$ cat src/rtl/address_arbiter.sv
`default_nettype none
// +----------------------------------------------------------------------------+
// | Module      : address_arbiter                                              |
// | Description : Registered request/acknowledge arbiter for the shared memory |
// |               address bus. Grants one channel at a time and holds one      |
// |               outstanding access until the memory signals mem_ready.       |
// |               Lowest index wins by default. Define ADDR_ARB_ROUND_ROBIN_EN |
// |               to get rotating-pointer round-robin arbitration instead.     |
// | Revision    : 1.0 - initial release                                        |
// +----------------------------------------------------------------------------+
module address_arbiter #(
  parameter int ADDR_WIDTH = 16,
  parameter int NUM_CH     = 2
) (
  input  logic                         clk_i,
  input  logic                         reset_i,
  input  logic [NUM_CH-1:0]            req_i,
  input  logic [NUM_CH*ADDR_WIDTH-1:0] addr_in_i,
  input  logic [NUM_CH-1:0]            we_in_i,
  input  logic                         mem_ready_i,
  output logic [ADDR_WIDTH-1:0]        address_bus_o,
  output logic                         mem_valid_o,
  output logic                         mem_we_o,
  output logic [NUM_CH-1:0]            grant_o,
  output logic [NUM_CH-1:0]            ack_o,
  output logic                         busy_o
);

  typedef enum logic [0:0] {
    S_IDLE = 1'b0,
    S_BUSY = 1'b1
  } state_t;

  state_t                  state_q, state_d;
  logic [ADDR_WIDTH-1:0]   addr_q, addr_d;
  logic                    we_q, we_d;
  logic                    valid_q, valid_d;
  logic [NUM_CH-1:0]       grant_q, grant_d;
  logic [NUM_CH-1:0]       ack_q, ack_d;

  // A channel being acked this cycle is masked so it can drop req in response.
  logic [NUM_CH-1:0]       w_eligible;
  logic [NUM_CH-1:0]       w_win_oh;
  logic                    w_found;
  logic [ADDR_WIDTH-1:0]   w_addr_sel;
  logic                    w_we_sel;

  assign w_eligible = req_i & ~ack_q;

`ifdef ADDR_ARB_ROUND_ROBIN_EN
  localparam int PTR_W = $clog2(NUM_CH);

  logic [PTR_W-1:0] ptr_q, ptr_d;
  logic [PTR_W-1:0] w_ptr_next;

  // Round-robin pick: first eligible channel at or after the pointer, wrapping.
  always_comb begin
    w_win_oh   = '0;
    w_found    = 1'b0;
    w_ptr_next = ptr_q;
    for (int i = 0; i < NUM_CH; i++) begin
      for (int k = 0; k < NUM_CH; k++) begin
        if (!w_found && w_eligible[k] && (k == ((int'(ptr_q) + i) % NUM_CH))) begin
          w_found    = 1'b1;
          w_win_oh[k] = 1'b1;
          w_ptr_next = PTR_W'((k + 1) % NUM_CH);
        end
      end
    end
  end

  // Pointer advances past the winner only when a grant is actually issued.
  always_comb begin
    ptr_d = ptr_q;
    if (state_q == S_IDLE && w_found) begin
      ptr_d = w_ptr_next;
    end
  end

  // Pointer register.
  always_ff @(posedge clk_i) begin
    if (reset_i) begin
      ptr_q <= '0;
    end else begin
      ptr_q <= ptr_d;
    end
  end
`else
  // Fixed priority pick: scanning downward lets the lowest eligible index win.
  always_comb begin
    w_win_oh = '0;
    for (int i = NUM_CH - 1; i >= 0; i--) begin
      if (w_eligible[i]) begin
        w_win_oh    = '0;
        w_win_oh[i] = 1'b1;
      end
    end
    w_found = |w_eligible;
  end
`endif

  // Steer the winning channel's address and write enable toward the registers.
  always_comb begin
    w_addr_sel = '0;
    w_we_sel   = 1'b0;
    for (int k = 0; k < NUM_CH; k++) begin
      if (w_win_oh[k]) begin
        w_addr_sel = addr_in_i[k*ADDR_WIDTH +: ADDR_WIDTH];
        w_we_sel   = we_in_i[k];
      end
    end
  end

  // Next-state logic: capture a winner in IDLE, hold everything until mem_ready.
  always_comb begin
    state_d = state_q;
    addr_d  = addr_q;
    we_d    = we_q;
    valid_d = valid_q;
    grant_d = grant_q;
    ack_d   = '0;
    case (state_q)
      S_IDLE: begin
        if (w_found) begin
          addr_d  = w_addr_sel;
          we_d    = w_we_sel;
          grant_d = w_win_oh;
          valid_d = 1'b1;
          state_d = S_BUSY;
        end
      end
      S_BUSY: begin
        if (mem_ready_i) begin
          ack_d   = grant_q;
          grant_d = '0;
          valid_d = 1'b0;
          state_d = S_IDLE;
        end
      end
      default: begin
        state_d = S_IDLE;
      end
    endcase
  end

  // State and output registers; reset drops any outstanding access without ack.
  always_ff @(posedge clk_i) begin
    if (reset_i) begin
      state_q <= S_IDLE;
      addr_q  <= '0;
      we_q    <= 1'b0;
      valid_q <= 1'b0;
      grant_q <= '0;
      ack_q   <= '0;
    end else begin
      state_q <= state_d;
      addr_q  <= addr_d;
      we_q    <= we_d;
      valid_q <= valid_d;
      grant_q <= grant_d;
      ack_q   <= ack_d;
    end
  end

  assign address_bus_o = addr_q;
  assign mem_valid_o   = valid_q;
  assign mem_we_o      = we_q;
  assign grant_o       = grant_q;
  assign ack_o         = ack_q;
  assign busy_o        = (state_q != S_IDLE);

endmodule
`default_nettype wire

$ cat config.mk
export PLATFORM = sky130hd
export DESIGN_NAME = address_arbiter
export DESIGN_NICKNAME = d
export VERILOG_FILES = /design/src/rtl/address_arbiter.sv
export SDC_FILE = /design/constraint.sdc
export NUM_CORES = 1
export LEC_CHECK = 0
export CORE_ASPECT_RATIO = 1.2
export CORE_UTILIZATION = 39
export DETAILED_ROUTE_END_ITERATION = 7
export GPL_ROUTABILITY_DRIVEN = 0
export PLACE_DENSITY = 0.93
export SYNTH_ARGS = -nofsm -noshare
export SYNTH_HDL_FRONTEND = slang
export SYNTH_SLANG_ARGS = --single-unit
export TNS_END_PERCENT = 100
$ cat constraint.sdc
create_clock -name clk_i -period 3.32 [get_ports clk_i]
set_clock_uncertainty 0.05 [all_clocks]
set_input_delay 0.664 -clock clk_i [delete_from_list [all_inputs] [get_ports clk_i]]
set_output_delay 0.664 -clock clk_i [all_outputs]
set_load 0.02 [all_outputs]
# Word level (Yosys, flattened, before mapping)

Index checks and enable logic that the tools add are counted.

Input port bits: 39
Register bits after elaboration: 23
Word-level logic and storage cells: 31
Output and inout port bits: 23

Mux-type cells: 15
Bitwise logic cells: 4
Reduce and logical (&&, ||, !) cells: 4
Eq/ne operators: 2

Operators with widths:

| kind                                          | count |
|---|---|
| 2-to-1 mux 16 bit                             | 2 |
| 2-to-1 mux 2 bit                              | 4 |
| 2-to-1 mux 1 bit                              | 6 |
| inequality test 2 bit (second input constant) | 2 |
| case mux 1 bit (2 select lines)               | 2 |
| case mux 2 bit (2 select lines)               | 1 |
| AND reduction 2 bit                           | 2 |
| OR reduction 3 bit                            | 1 |
| bitwise AND 2 bit                             | 1 |
| NOT 1 bit                                     | 2 |
| NOT 2 bit                                     | 1 |
| OR reduction 2 bit                            | 1 |

# Depth between registers and ports, before layout

Depth in word-level cells: 6
Mapped depth: 5

# Worst setup path after synthesis

Ideal clock, no wire load.

Path kind: input -> register
Start point: input port req_i[0]
End point: register addr_q[1], in the netlist address_bus_o[1]
Buffers on the path: 2
Data required time: 3151 ps
Data arrival time: 1574 ps
Library setup time: 119 ps
Setup slack: 1577 ps
Stages: 5
Path through: nor2b_1 > or3_1 > buf_6 > buf_8 > o221a_1

Word-level cells in the longest chain between the ends: 4
Elaborated cells on any way between the ends: 6
Those cells by class: mux: 3; bitwise: 1; reduce/logical: 2

RTL lines:

| what                            | line | text |
|---|---|---|
| start: declaration              | 17   | `input logic [NUM_CH-1:0] req_i,` |
| bitwise AND 2 bit *             | 48   | `assign w_eligible = req_i & ~ack_q;` |
| 2-to-1 mux 2 bit                | 93   | `if (w_eligible[i]) begin` |
| 2-to-1 mux 16 bit (2 in series) | 107  | `if (w_win_oh[k]) begin` |
| end signal: assignment          | 157  | `addr_q <= addr_d;` |
| end: declaration                | 35   | `logic [ADDR_WIDTH-1:0] addr_q, addr_d;` |

Mark *: on every way between the ends. The rest lies on a longest branch, timed or not.
A chain may end at the register's enable or synchronous reset.

# Worst setup path in the final report

Start point: register state_q, in the netlist busy_o
End point: output port busy_o

RTL lines:

| what                     | line | text |
|---|---|---|
| start: declaration       | 34   | `state_t state_q, state_d;` |
| start signal: assignment | 156  | `state_q <= state_d;` |
| end: declaration         | 26   | `output logic busy_o` |

No word-level cell between the ends.

==> qor.csv <==
metric;value;unit
grt_max_degree;27;
drive_gt1_frac;0.0949;
drc_errors;0;
min_path_cells;2;
grt_pass1_wl;4.44;mm
h-tree-depth;1;
ys_seq_area_frac;0.462;
nFillCells;170;
hold_violations;0;
cts_tree;yes;
synthesis.area;997;um^2
cts_resized;0;
dpl_cell_area;1580;um^2
avgSynthCellArea;9.78;um^2
diodes;0;
num_vias;1046;
synth.distinct_cells;22;
final_cell_mix;clkdlybuf4s50_1 (61), dfxtp_1 (23), a21oi_1 (20);
num_rows;19;
overflow;0;
p_per_area;403;nW/um^2
io_pins;62;
clkSlewWorstSetupHoldPaths;0.13;ns
cp_slowest_cell;dfxtp_1;
critPathTopFamily;flip-flops;
ant_nets;0;
slew_viol_final;0;
cp_cell_sequence;clkdlybuf4s50_1;
routed_wl;2.96;mm
post-cts-setup-buffer-count;0;
syn-num-nets;141;
die_w;48.2;um
cts_max_path_buffers;2;
worstReg2RegStart;busy_o;
firstDrtPassIters;4;
fin_util;0.683;
portBuffers;61;
first_iter_violations;20;
cts.sinks;23;
tightest_slew;0.810;ns
finalPower;0.647;mW
maxSlewHeadroom;0.459;
numCtsBuffers;3;
final_cell_area;1610;um^2
period_needed;2.64;ns
cp.arrival;1.92;ns
grt_pass1_vias;1006;
outcome;complete, no violations;
ctsRootBufferMaster;clkbuf_4;
layout_commonest_cell;clkdlybuf4s50_1;
ys_seq_elements;23;
dp.final_hpwl;2.21;mm
hold_end;mem_valid_o;
fin_crit_sh;0.794;
worstSetupPathType;reg2out;
rsz0062_at_grt;false;
postCtsHoldBufs;0;
worst-path-buf-inv;1;
nets;198;
place_inst;185;
tns;0;ns
fp.dieH;57.4;um
cap_violations;0;
track_usage;0.222;
cpPeakStageDelay;0.87;ns
via_per_inst;5.53;
wire_per_inst;15.7;um
crit_required;2.61;ns
startpoint_type;flop;
irDropWorstVdd;249;uV
final_cells;189;
die_area;2760;um^2
path_max_fanout;26;
coreArea;2350;um^2
p_leak;0.589;nW
max_clock_freq;379;MHz
worst-r2r-cell-count;2;
critPathCaptureType;output pin;
worst-r2r-setup-slack;1.40;ns
setup_violations;0;
syn2layout_area_growth;61.1;%
clk_latency;0.31;ns
grt_antenna_before_repair;0;
timing.rr.end;address_bus_o[15];
initial_core_util;0.424;
yosysWarnings;0;
min_from;mem_valid_o;
syn_inst;102;
hold_class;reg2reg;
## kinds of logic after synthesis
group	after synthesis	synth area share
AOI/OAI and AO/OA	41	0.325
buffers and inverters	10	0.0740
DFF	23	0.462
and+or+nand+nor	28	0.139
## worst max path at each step
| stage | from | end | slack, ns | cells past startpoint |
|---|---|---|---|---|
| 6_report | busy_o | busy_o | 0.68 | 1 |
| 5_1_grt | busy_o | busy_o | 0.53 | 1 |
| 4_1_cts | busy_o | busy_o | 0.69 | 1 |
| 3_5_place_dp | req_i[0] | address_bus_o[15] | 0.79 | 5 |
| 3_3_place_gp | req_i[0] | address_bus_o[13] | 0.84 | 5 |
| 2_1_floorplan | req_i[0] | address_bus_o[1] | 1.58 | 5 |
## layer usage
metal	part of all wire	GRT usage
met5	0	0
met4	0.034	0.143
met3	0.044	0.0222
met2	0.50	0.354
met1	0.42	0.269
## cells in the mapped netlist, drive strengths merged
cell | instances | share of area
o221a | 17 | 0.19
nor3 | 1 | 0.0050
nor2 | 17 | 0.064
o21ba | 1 | 0.010
o211ai | 1 | 0.0075
nand3 | 1 | 0.0050
nand2b | 1 | 0.014
nor2b | 1 | 0.0063
and2b | 1 | 0.0075
or3 | 1 | 0.0063
nand2 | 2 | 0.0075
dfxtp | 23 | 0.46
nor3b | 2 | 0.015
o21bai | 1 | 0.0075
or3b | 1 | 0.0088
buf | 6 | 0.059
a211oi | 1 | 0.0075
clkbuf | 4 | 0.015
a21oi | 20 | 0.10
## final cells by class
| type | count | area, um^2 | share of cell area |
|---|---|---|---|
| tap | 31 | 38.8 | 0.0241 |
| clock buffer | 4 | 26.3 | 0.0164 |
| multi-input combinational | 69 | 463 | 0.288 |
| timing repair buffer | 62 | 618 | 0.385 |
| sequential | 23 | 460 | 0.287 |
## through the flow
stage,setup WS (ns),hold slack [ns]
finish,0.683,0.429
global route,0.531,0.461
CTS,0.686,0.427
detailed placement,0.792,0.406
global placement,0.838,0.410
floorplan,1.58,0.484
## sequential cells by signal, indices dropped and copies added, names as in the netlist
register and flops:
address_bus_o 16, ack_o 2, grant_o 2, busy_o 1
mem_valid_o 1, mem_we_o 1
## report_power, final
part,internal [mW],switching (mW)
logic,0.112,0.0844
clock network,0.0468,0.0802
registers,0.301,0.0222
total,0.460,0.187
Note: power is estimated with default switching activity, not from simulation.
